--- config.mk ---
export PLATFORM = sky130hd
export DESIGN_NAME = dsdmnist_resultreader
export DESIGN_NICKNAME = d
export VERILOG_FILES = /design/src/rtl/dsdmnist_pkg.sv /design/src/rtl/dsdmnist_argmax10.sv /design/src/rtl/dsdmnist_resultreader.sv
export SDC_FILE = /design/constraint.sdc
export NUM_CORES = 1
export LEC_CHECK = 0
export CORE_MARGIN = 2
export CORE_UTILIZATION = 35
export DETAILED_ROUTE_END_ITERATION = 7
export PLACE_DENSITY = 0.56
export SLEW_MARGIN = 5
export SYNTH_ARGS = -nofsm -noshare
export SYNTH_HDL_FRONTEND = slang
export SYNTH_SLANG_ARGS = --single-unit
--- constraint.sdc ---
create_clock -name i_CLK -period 3.13 [get_ports i_CLK]
set_input_delay 0.4695 -clock i_CLK [delete_from_list [all_inputs] [get_ports i_CLK]]
set_output_delay 0.4695 -clock i_CLK [all_outputs]
set_load 0.05 [all_outputs]
--- src/rtl/dsdmnist_pkg.sv ---
// Shared types and constants for the dsdmnist result read-back path.
package dsdmnist_pkg;

    localparam int NUM_CLASSES = 10;

    typedef enum logic [1:0] {IDLE, READ, DRAIN, EMIT} resultreader_state_t;

    typedef logic signed [31:0] score_t;

endpackage

--- src/rtl/dsdmnist_argmax10.sv ---
// Running signed argmax over the ten class scores of one image.
// The max_score port exists only when DSDMNIST_RESULTREADER_SCORE_EN is defined.
module dsdmnist_argmax10
    import dsdmnist_pkg::*;
(
    input  logic       clk,
    input  logic       clear,
    input  logic       first,
    input  logic       data_valid,
    input  score_t     data,
    input  logic [3:0] k,
`ifdef DSDMNIST_RESULTREADER_SCORE_EN
    output score_t     max_score,
`endif
    output logic [3:0] digit
);

    score_t max_q;

    // Strictly-greater update keeps the lowest index on ties.
    always_ff @(posedge clk) begin
        if (clear) begin
            max_q <= '0;
            digit <= '0;
        end else if (data_valid) begin
            if (first || (data > max_q)) begin
                max_q <= data;
                digit <= k;
            end
        end
    end

`ifdef DSDMNIST_RESULTREADER_SCORE_EN
    assign max_score = max_q;
`endif

endmodule

--- src/rtl/dsdmnist_resultreader.sv ---
// Reads IMGNUM groups of ten scores from the result buffer and streams one argmax per image.
// Define DSDMNIST_RESULTREADER_SCORE_EN to add the o_CLASS_SCORE output.
module dsdmnist_resultreader
    import dsdmnist_pkg::*;
#(
    parameter int IMGNUM = 10,
    parameter int OAW    = $clog2(IMGNUM * 10),
    parameter int NAW    = (IMGNUM > 1) ? $clog2(IMGNUM) : 1
) (
    input  logic            i_CLK,
    input  logic            i_RST,
    input  logic            i_START,
    output logic            o_BUSY,
    output logic            o_DONE,
    output logic            o_RESULTBUF_EN,
    output logic [OAW-1:0]  o_RESULTBUF_ADDR,
    input  logic [31:0]     i_RESULTBUF_DATA,
    output logic            o_CLASS_VALID,
    input  logic            i_CLASS_READY,
    output logic [3:0]      o_CLASS_DIGIT,
`ifdef DSDMNIST_RESULTREADER_SCORE_EN
    output logic [31:0]     o_CLASS_SCORE,
`endif
    output logic [NAW-1:0]  o_CLASS_IDX
);

    localparam logic [3:0]     LAST_K   = 4'(NUM_CLASSES - 1);
    localparam logic [NAW-1:0] LAST_IMG = NAW'(IMGNUM - 1);
    localparam logic [OAW-1:0] STEP     = OAW'(NUM_CLASSES);

    resultreader_state_t state;
    logic [3:0]          k;
    logic [NAW-1:0]      img;
    logic [OAW-1:0]      base;
    logic                rd_valid;
    logic [3:0]          rd_k;

    // rd_valid/rd_k trail EN by one cycle to line up with the buffer's read latency.
    always_ff @(posedge i_CLK) begin
        if (i_RST) begin
            state            <= IDLE;
            k                <= '0;
            img              <= '0;
            base             <= '0;
            rd_valid         <= 1'b0;
            rd_k             <= '0;
            o_BUSY           <= 1'b0;
            o_DONE           <= 1'b0;
            o_RESULTBUF_EN   <= 1'b0;
            o_RESULTBUF_ADDR <= '0;
            o_CLASS_VALID    <= 1'b0;
        end else begin
            o_DONE   <= 1'b0;
            rd_valid <= o_RESULTBUF_EN;
            rd_k     <= k;
            case (state)
                IDLE: begin
                    if (i_START) begin
                        state            <= READ;
                        img              <= '0;
                        k                <= '0;
                        base             <= '0;
                        o_RESULTBUF_ADDR <= '0;
                        o_RESULTBUF_EN   <= 1'b1;
                        o_BUSY           <= 1'b1;
                    end
                end
                READ: begin
                    if (k == LAST_K) begin
                        state          <= DRAIN;
                        o_RESULTBUF_EN <= 1'b0;
                    end else begin
                        k                <= k + 4'd1;
                        o_RESULTBUF_ADDR <= o_RESULTBUF_ADDR + OAW'(1);
                    end
                end
                DRAIN: begin
                    state         <= EMIT;
                    o_CLASS_VALID <= 1'b1;
                end
                EMIT: begin
                    if (i_CLASS_READY) begin
                        o_CLASS_VALID <= 1'b0;
                        if (img == LAST_IMG) begin
                            state  <= IDLE;
                            o_BUSY <= 1'b0;
                            o_DONE <= 1'b1;
                        end else begin
                            state            <= READ;
                            img              <= img + NAW'(1);
                            k                <= '0;
                            base             <= base + STEP;
                            o_RESULTBUF_ADDR <= base + STEP;
                            o_RESULTBUF_EN   <= 1'b1;
                        end
                    end
                end
                default: state <= IDLE;
            endcase
        end
    end

`ifdef DSDMNIST_RESULTREADER_SCORE_EN
    score_t max_score;
`endif

    dsdmnist_argmax10 u_argmax (
        .clk        (i_CLK),
        .clear      (i_RST),
        .first      (rd_k == 4'd0),
        .data_valid (rd_valid),
        .data       (score_t'(i_RESULTBUF_DATA)),
        .k          (rd_k),
`ifdef DSDMNIST_RESULTREADER_SCORE_EN
        .max_score  (max_score),
`endif
        .digit      (o_CLASS_DIGIT)
    );

`ifdef DSDMNIST_RESULTREADER_SCORE_EN
    assign o_CLASS_SCORE = max_score;
`endif

    assign o_CLASS_IDX = img;

endmodule
==> results of run 1 <==
## Yosys cell counts (4+ instances only)
cell / instances
ha_1: 42
inv_1: 41
a221oi_1: 4
nand3_1: 7
nor2_1: 31
xnor2_1: 4
mux2i_1: 37
clkbuf_1: 16
a21oi_1: 36
nor2b_1: 6
dfxtp_1: 68
nand2_1: 41
nand4_1: 4
nor3_1: 9
nand2b_1: 73
o21ai_0: 16
## cell families after synthesis
logic type	Yosys count	share of synthesized area
buf+inv	61	0.07163
flops	68	0.3418
xor+xnor	6	0.01319
mux	37	0.09300
fa+ha+maj	42	0.1319
compound gates	68	0.09676
simple gates	189	0.2516
## routing by layer
layer / part of all wire / vias up / track usage / wire length [um]
met1: 0.49 / 1467 / 0.1795 / 4010
met3: 0.035 / 8 / 0.03882 / 284
met2: 0.47 / 47 / 0.2282 / 3810
li1: - / 1685 / - / -
met4: 0.0086 / 0 / 0.03750 / 70
met5: 0 / - / 0 / 0
## flip-flops by register name (all words and copies together), names as in the netlist, 2 cells and up
register and count:
base 6, k 4, o_CLASS_IDX 4, o_RESULTBUF_ADDR 7, rd_k 4, state 2, u_argmax.digit 4, u_argmax.max_q 32
## where the power goes
part           internal (mW)  switching (mW)
clock network          0.657           0.378
registers               1.01          0.0951
logic                  0.556           0.765
total                   2.22            1.24
## critical path, stage by stage
cell             delay (ns)
clkdlybuf4s50_1        0.44
ha_1                   0.32
and4_1                 0.23
nand2_1                0.08
or4_4                  0.55
a211oi_2               0.16
nor3_1                 0.08
xnor2_1                0.16
o21ai_4                0.24
buf_12                 0.23
mux2i_1                0.21
## cell usage in the layout (no fill, tap or decap), drive strengths merged, types with 6 or more instances in the layout
master and count:
ha 42, buf 13, o21ai 19, nor3 9, mux2i 37, nor2b 6
clkbuf 12, nor2 31, nand2 41, clkdlybuf4s50 53, dfxtp 68, nand3 7
a21oi 36, inv 41, nand2b 73
## final cells by class
cell class | instances | area [sq um]
inverters | 41 | 153.9
clock buffers | 12 | 256.5
fillers | 1074 | 5991
clock inverters | 4 | 47.55
well taps | 140 | 175.2
flip-flops and latches | 68 | 1361
multi-input cells | 342 | 2347
repair buffers | 66 | 650.6
## per-stage QoR
stage | cell area, sq um | utilization | total power, mW
floorplan | 3983 | - | 2.108
global placement | 4688 | 0.4269 | 2.425
detailed placement | 4688 | 0.4269 | 2.453
finish | 4992 | 0.4545 | 3.462
global route | 4992 | 0.4545 | 3.718
CTS | 4992 | 0.4545 | 3.507
## path summary, 6_finish.rpt
kind         slack, ns                       startpoint                         endpoint
max               0.20             i_RESULTBUF_DATA[30]  u_argmax.max_q[18]$_SDFFE_PP0P_
min               0.47             base[6]$_SDFFE_PP0P_             base[6]$_SDFFE_PP0P_
max reg2reg       0.44  u_argmax.max_q[31]$_SDFFE_PP0P_  u_argmax.max_q[18]$_SDFFE_PP0P_
min reg2reg       0.47             base[6]$_SDFFE_PP0P_             base[6]$_SDFFE_PP0P_
==> key figures, run 1 <==
Run status
  – Status: finished, final reports clean

Timing
  – Slack of the critical path: 0.2050 ns
  – Fmax: around 340 MHz
  – RSZ-0062 raised after global routing: false
  – Measured slew at the worst slew-check pin: 0.7889 ns
  – Endpoints failing hold: 0
  – Setup Skew: 0.004617 ns
  – Hold_ws: 0.4685 ns
  – Final setup viols: 0
  – Setup TNS: 0 ns
  – Period minus WS final: 2.925 ns
  – Pins Over Slew Limit: 0
  – Headroom to the max-slew limit: 0.4740
  – Final critical-path share of the clock period: 0.9345

Global routing
  – First-pass GRT wire length: 14.29 mm
  – Largest net degree at the start of global routing: 63
  – Grt total ovfl: 0
  – Vias in the first global route: 3,035
  – GRT Overall Usage: 0.1390
  – Antenna violations before repair: 0

Clocking
  – CTS tree: built
  – Post-CTS resize count: 0
  – Clock latency on the worst-skew pair: 0.33 ns
  – Post-CTS Setup Bufs: 0
  – Clock Sinks: 68
  – Num CTS Buffers: 9
  – # H-tree levels: 3
  – Cts hold-fix bufs: 0
  – Root Buffer: clkbuf_16
  – Maximum clock insertion buffer count: 2
  – Reg clk slew, reported paths: 0.06 ns

Synthesis
  – Ys async rst share: 0
  – Post-Synthesis Cells: 471
  – Yosys synthesis warning count: 0
  – Number of synthesized flops with an enable pin: 0
  – Number of synthesized register bits: 68
  – Syn nets: around 550
  – Syn Area/Cell: ~8.5 sq um
  – Share of the synthesized area in the top cell type: 0.3418
  – Seq/Total Area, Yosys: 0.3418
  – Synthesized area: 0.003983 sq mm
  – Top_reg_cell synth: dfxtp_1
  – Synth top area cells: dfxtp_1 34%, ha_1 13%, nand2b_1 11%, mux2i_1 9.3%, a21oi_1 4.5%
  – Synth area leader: dfxtp_1
  – Synth cell types: 38

Worst hold path
  – Hold Crit Class: reg2reg
  – Hold depth: 2

Placed design
  – HPWL after DPL: between 5 and 6 mm
  – Pre-CTS setup slack: -0.1447 ns
  – Placed Cells: 657
  – IO buf count: 54
  – Final GP Congestion: 0.7678

Power
  – Leakage: 1.893 nW
  – Largest vdd supply drop: between 0.0003 and 0.0004 V
  – Pwr/cell area: 693.4 mW/mm^2

Floorplan
  – Starting Density: 0.3626
  – Die X: about 110 um
  – Row count: 38
  – Core area: 0.01098 sq mm
  – Die height: 110.7 um
  – Io pins: between 50 and 60
  – Die area: roughly 0.012 sq mm

Detailed routing
  – WL/cell: between 10 and 15 um
  – Routed vias: 3,207
  – Via/cell ratio: 4.765
  – WL final: 8.175 mm
  – Remaining DRCs: 0
  – Detail Route Antenna Nets: 0
  – First DRT Iteration DRCs: 111
  – DR pass1 iterations: 4

Worst setup path
  – Worst setup EP type: flip-flop
  – Depth of the most critical reg-to-reg path: 11
  – Worst Setup Path Type: in2reg
  – Req. time, crit path: 3.39 ns
  – Largest fanout on the critical path: 21
  – Critical path launch point type: input pin
  – CP arrival: 3.18 ns

Final layout
  – Layout area overhead: 25.35%
  – Nets: 606
  – Fin cells: 673
  – Share of cells above drive strength 1: 0.06379
  – ANT cells: 0

Run
  – Max Cap Violations: 0
Note: power is estimated with default switching activity, not from simulation.
==> inputs of run 2 (changes only) <==
Settings changed: CELL_PAD_IN_SITES_DETAIL_PLACEMENT set to 2, CELL_PAD_IN_SITES_GLOBAL_PLACEMENT set to 2, CORE_MARGIN 2 to unset, CORE_UTILIZATION 35 to 33, PLACE_DENSITY 0.56 to 0.81.
==> run 2 against run 1 <==
  * The flow now finishes with violations (DRC)
  * Critical endpoint is now u_argmax.digit[3]$_SDFFE_PP0P_
  * Non-clock buffer count is the same
  * Maximum frequency shrank 0.76%
  * Critical path depth is the same
  * Power grew 2.5%
  * Final area shrank 0.13%
  * Clock skew is essentially flat
  * First-iteration DRC count shrank 13%
  * Sequential cell count is the same
  * Largest cell class unchanged
  * Critical path type unchanged
==> key figures, run 2 (synthesis results as in run 1) <==
Run status
  – Status: finished with violations
  – Violated checks: DRC

Power
  – Net Sw Frac: 0.3661
  – Sequential power share: 0.313
  – Net Switching: 1.299 mW
  – Power share of the combinational group: 0.384
  – Internal cell power: 2.250 mW
  – Clock Power Share: 0.302
  – Power Total: ~3.5 mW
  – Largest vdd supply drop: around 0.00031 V
  – Leakage: 1.889 nW
  – Pwr/cell area: approximately 710 mW/mm^2

Detailed routing
  – Via/cell ratio: approximately 5.0
  – Detail Route Antenna Nets: 0
  – DR pass1 iterations: 8
  – Remaining DRCs: 1
  – Routed vias: 3,388
  – First DRT Iteration DRCs: a little under 100
  – WL/cell: between 15 and 20 um
  – WL final: roughly 11 mm

Placed design
  – HPWL after DPL: 7.915 mm
  – Pre-CTS setup slack: -0.1887 ns
  – Final GP Congestion: 0.7654
  – IO buf count: 54
  – Placed Cells: 660
  – Post-placement cell area: 0.004679 sq mm

Clocking
  – Clock Sinks: just under 70
  – Reg clk slew, reported paths: ~0.050 ns
  – Maximum clock insertion buffer count: 2
  – Num CTS Buffers: 9
  – Post-CTS resize count: 0
  – Post-CTS Setup Bufs: 0
  – # H-tree levels: 3
  – Clock latency on the worst-skew pair: 0.34 ns
  – CTS tree: built
  – Cts hold-fix bufs: 0
  – Root Buffer: clkbuf_16

Final layout
  – Layout area overhead: 25.20%
  – Fin cells: between 600 and 700
  – Biggest register: u_argmax.max_q
  – Largest register FFs: 32
  – Most common cell after layout, fill and taps aside: nand2b_1
  – Most frequent cells in the layout: 73 x nand2b_1, 68 x dfxtp_1, 53 x clkdlybuf4s50_1
  – Largest registers: u_argmax.max_q: 32 flops, o_RESULTBUF_ADDR: 7 flops, base: 6 flops
  – Post-route cell area: 0.004986 sq mm
  – Nets: 606
  – Final Util: 0.4311
  – Fillcell total: 1,310
  – Share of cells above drive strength 1: 0.06203
  – ANT cells: 0

Global routing
  – Grt total ovfl: 0
  – Vias in the first global route: 3,780
  – GRT Overall Usage: 0.1849
  – Antenna violations before repair: 0
  – First-pass GRT wire length: between 15 and 20 mm
  – Largest net degree at the start of global routing: between 40 and 50

Worst setup path
  – Worst setup EP type: flip-flop
  – Worst Setup Path Type: in2reg
  – Req. time, crit path: ~3.4 ns
  – Critical-path top delay cell: or4_4
  – CP top delay family: simple AND/OR/NAND/NOR gates
  – CP max stage delay: roughly 0.57 ns
  – Critical path launch point type: input pin
  – Critical path buffers and inverters: 2
  – CP arrival: between 3 and 4 ns
  – Crit path cell chain: clkdlybuf4s50_1, ha_1, and4_1, nand2_1, or4_4, a211oi_2, nor3_1, xnor2_1, o21ai_4, buf_4, mux2i_1
  – Largest fanout on the critical path: 9

Timing
  – RSZ-0062 raised after global routing: false
  – Slack of the critical path: ~0.18 ns
  – Setup TNS: 0 ns
  – Measured slew at the worst slew-check pin: 0.5297 ns
  – Setup Skew: 0.004514 ns
  – Final critical-path share of the clock period: 0.9416
  – Hold_ws: 0.4778 ns
  – Period minus WS final: 2.947 ns
  – Fmax: 339.3 MHz
  – Pins Over Slew Limit: 0
  – Final setup viols: 0
  – Endpoints failing hold: 0
  – Headroom to the max-slew limit: 0.6457

Floorplan
  – Row count: 39
  – Die height: 111.9 um
  – Die area: 0.01251 sq mm
  – Core area: 0.01156 sq mm
  – Die X: 111.9 um
  – Io pins: 55
  – Starting Density: 0.3444

Worst hold path
  – Hold Crit Class: reg2reg

Run
  – Max Cap Violations: 0
run 2: power by group through the flow:
stage	Clock [mW]	Sequential [mW]	Combinational [mW]
3_3_place_gp	0	1.12	1.30
4_1_cts	1.11	1.12	1.40
5_1_grt	1.13	1.13	1.54
3_5_place_dp	0	1.13	1.37
6_report	1.07	1.11	1.36
2_1_floorplan	0	1.19	0.918
run 2: area by class of cell:
class / count / area, sq um / area share
Clock buffer: 10 / 229.0 / 0.04592
Clock inverter: 5 / 77.57 / 0.01556
Inverter: 41 / 153.9 / 0.03087
Multi-Input combinational cell: 342 / 2347 / 0.4708
Sequential cell: 68 / 1361 / 0.2730
Tap cell: 143 / 178.9 / 0.03588
Timing Repair Buffer: 66 / 638.1 / 0.1280
run 2: per-layer routing:
| metal | vias up | wire length (um) | GRT usage | part of all wire |
|---|---|---|---|---|
| li1 | 1680 | - | - | - |
| met3 | 9 | 338 | 0.04355 | 0.031 |
| met2 | 40 | 5886 | 0.3545 | 0.55 |
| met1 | 1659 | 4370 | 0.1962 | 0.41 |
| met5 | - | 0 | 0 | 0 |
| met4 | 0 | 147 | 0.06216 | 0.014 |
run 2: worst register-to-register path: cells and delay by family, from the launching register on:
kind | cells | cell delay [ns]
adders and majority gates | 1 | 0.29
buffers and inverters | 2 | 0.30
and+or+nand+nor | 4 | 0.97
muxes | 1 | 0.23
AOI/OAI and AO/OA | 2 | 0.38
xor gates and xnor gates | 1 | 0.17
DFF | 1 | 0.34
run 2: worst paths after layout:
kind / startpoint / endpoint / slack [ns] / depth (start not counted)
worst min register to register: u_argmax.max_q[18]$_SDFFE_PP0P_ / u_argmax.max_q[18]$_SDFFE_PP0P_ / 0.48 / 2
worst max register to register: u_argmax.max_q[31]$_SDFFE_PP0P_ / u_argmax.digit[3]$_SDFFE_PP0P_ / 0.39 / 11
worst max-delay path: i_RESULTBUF_DATA[30] / u_argmax.digit[3]$_SDFFE_PP0P_ / 0.18 / 11
worst min-delay path: u_argmax.max_q[18]$_SDFFE_PP0P_ / u_argmax.max_q[18]$_SDFFE_PP0P_ / 0.48 / 2
==> inputs of run 3 (changes only) <==
Settings changed: RECOVER_POWER set to 25.
Clock period 3.13 ns to 2.95 ns, I/O delays scaled along.
==> run 3 against run 2 <==
  * The run ends with DRC, capacitance limit, slew limit, setup timing left
  * Critical path type unchanged
  * Largest power group unchanged
  * Cell count is 1.2% higher
  * First-iteration DRC count is 43% lower
  * Critical path depth is 2 higher
  * Clock-buffer cell count stayed put
  * Final area is 3.8% higher
==> key figures, run 3 (synthesis results as in run 1) <==
Run status
  – Status: finished with violations
  – Violated checks: DRC, capacitance limit, slew limit, setup timing

Detailed routing
  – Detail Route Antenna Nets: 0
  – Routed vias: 3,474
  – First DRT Iteration DRCs: 55
  – DR pass1 iterations: 8
  – WL/cell: 16.97 um
  – Remaining DRCs: 1
  – WL final: about 12 mm
  – Via/cell ratio: 5.086

Worst setup path
  – Req. time, crit path: between 3 and 4 ns
  – Critical path buffers and inverters: 4
  – CP max stage delay: about 0.44 ns
  – CP most frequent cell: o21ai_1
  – Worst setup EP type: flip-flop
  – Crit path cell chain: clkdlybuf4s50_1, ha_1, buf_4, a21oi_1, o21ai_1, a221oi_1, o21ai_1, nor3_2, xnor2_1, o21ai_4, buf_12, clkbuf_16, mux2i_1
  – Largest fanout on the critical path: 5
  – Worst Setup Path Type: in2reg
  – Critical-path top delay cell: clkdlybuf4s50_1
  – CP top delay family: compound AO/OA/AOI/OAI gates
  – R2R Setup Slk: 0.10 ns
  – CP arrival: about 3.3 ns
  – Critical path launch point type: input pin

Global routing
  – Antenna violations before repair: 0
  – Vias in the first global route: 3,805
  – GRT Overall Usage: 0.1839
  – First-pass GRT wire length: 17.81 mm
  – Grt total ovfl: 0
  – Largest net degree at the start of global routing: 54

Floorplan
  – Die area: 0.01251 sq mm
  – Core area: roughly 0.012 sq mm
  – Starting Density: 0.3444
  – Die X: 111.9 um
  – Row count: 39
  – Io pins: 55
  – Die height: between 100 and 150 um

Placed design
  – Final GP Congestion: 0.7412
  – IO buf count: 54
  – HPWL after DPL: 7.763 mm
  – Pre-CTS setup slack: -0.3558 ns
  – Post-placement cell area: 0.004710 sq mm

Clocking
  – Clock latency on the worst-skew pair: 0.34 ns
  – # H-tree levels: 3
  – Maximum clock insertion buffer count: 2
  – Reg clk slew, reported paths: approximately 0.06 ns
  – CTS tree: built
  – Clock Sinks: 68
  – Root Buffer: clkbuf_16
  – Cts hold-fix bufs: 0
  – Num CTS Buffers: 9

Power
  – Leakage: roughly 2.0 nW
  – Pwr/cell area: 789.8 mW/mm^2
  – Largest vdd supply drop: 0.0004792 V

Timing
  – Slack of the critical path: -0.09367 ns
  – Fmax: 328.6 MHz
  – Endpoints failing hold: 0
  – Period minus WS final: 3.044 ns
  – Hold_ws: ~0.48 ns
  – Final setup viols: 16
  – Final critical-path share of the clock period: 1.032
  – Setup TNS: -0.3299 ns
  – Measured slew at the worst slew-check pin: 1.864 ns
  – Headroom to the max-slew limit: -0.2429
  – Setup Skew: 0.006285 ns
  – Pins Over Slew Limit: 52

Final layout
  – Fillcell total: roughly 1,300
  – Largest register FFs: 32
  – Layout area overhead: 29.91%
  – Most frequent cells in the layout: 73 x nand2b_1, 68 x dfxtp_1, 42 x clkdlybuf4s50_1
  – Post-route cell area: 0.005174 sq mm
  – Biggest register: u_argmax.max_q
  – Largest registers: u_argmax.max_q: 32 flops, o_RESULTBUF_ADDR: 7 flops, base: 6 flops
  – Most common cell after layout, fill and taps aside: nand2b_1
  – Share of cells above drive strength 1: 0.08148
  – Final Util: 0.4474
  – ANT cells: 0
  – Nets: 613

Worst hold path
  – Hold Crit Class: reg2reg

Run
  – Max Cap Violations: 1
[run 3: cell types whose count changed in the layout (fill, tap and decap cells not counted), sizes merged]
cell / previous run / this run
clkbuf: 10 / 15
dlymetal6s2s: 0 / 1
dlygate4sd3: 0 / 9
bufinv: 2 / 3
buf: 13 / 15
dlygate4sd2: 0 / 1
clkdlybuf4s50: 53 / 42
[run 3: worst paths after layout]
| check | startpoint | to | cells past startpoint |
|---|---|---|---|
| setup / recovery | i_RESULTBUF_DATA[27] | u_argmax.max_q[16]$_SDFFE_PP0P_ | 13 |
| hold reg to reg | u_argmax.max_q[1]$_SDFFE_PP0P_ | u_argmax.max_q[1]$_SDFFE_PP0P_ | 2 |
| setup reg to reg | u_argmax.max_q[27]$_SDFFE_PP0P_ | u_argmax.max_q[16]$_SDFFE_PP0P_ | 13 |
| hold / removal | u_argmax.max_q[1]$_SDFFE_PP0P_ | u_argmax.max_q[1]$_SDFFE_PP0P_ | 2 |
[run 3: worst reg2reg max path: cells and delay by family, from the launching register on]
kind                       cells  cell delay, ns
xor gates and xnor gates       1            0.17
and+or+nand+nor                1            0.24
adders and majority gates      1            0.30
AOI/OAI and AO/OA              5            0.95
DFF                            1            0.34
buffers and inverters          4            0.50
muxes                          1            0.25
[run 3: cell type report]
cell class	instances	area, sq um	area share
well taps	143	178.9	0.03458
multi-input cells	342	2382	0.4605
inverters	41	153.9	0.02975
repair buffers	73	747.0	0.1444
clock inverters	6	111.4	0.02152
flip-flops and latches	68	1361	0.2631
clock buffers	10	239.0	0.04619
[run 3: metrics by stage]
stage	power, mW	cells
after floorplan	2.236	471
after global placement	2.598	664
after detailed placement	2.689	664
after CTS	4.019	680
after global routing	4.353	683
final	4.086	683
[run 3: report_power, final]
group / internal [mW] / switching, mW
clock network: 0.848 / 0.429
registers: 1.07 / 0.109
logic: 0.693 / 0.935
total: 2.61 / 1.47
[run 3: metal layers]
layer / vias to the layer above / track usage / part of all wire
met1: 1701 / 0.1885 / 0.40
li1: 1699 / - / -
met2: 53 / 0.3536 / 0.55
met5: - / 0 / 0
met4: 0 / 0.05856 / 0.020
met3: 21 / 0.05444 / 0.030
[run 3: repair_timing]
item | in CTS | in global routing
setup endpoints to repair | 9 | 32
gates resized for setup | 3 | 9
gates cloned | 0 | 2
pin swaps | 0 | 6
setup buffers | 0 | 1
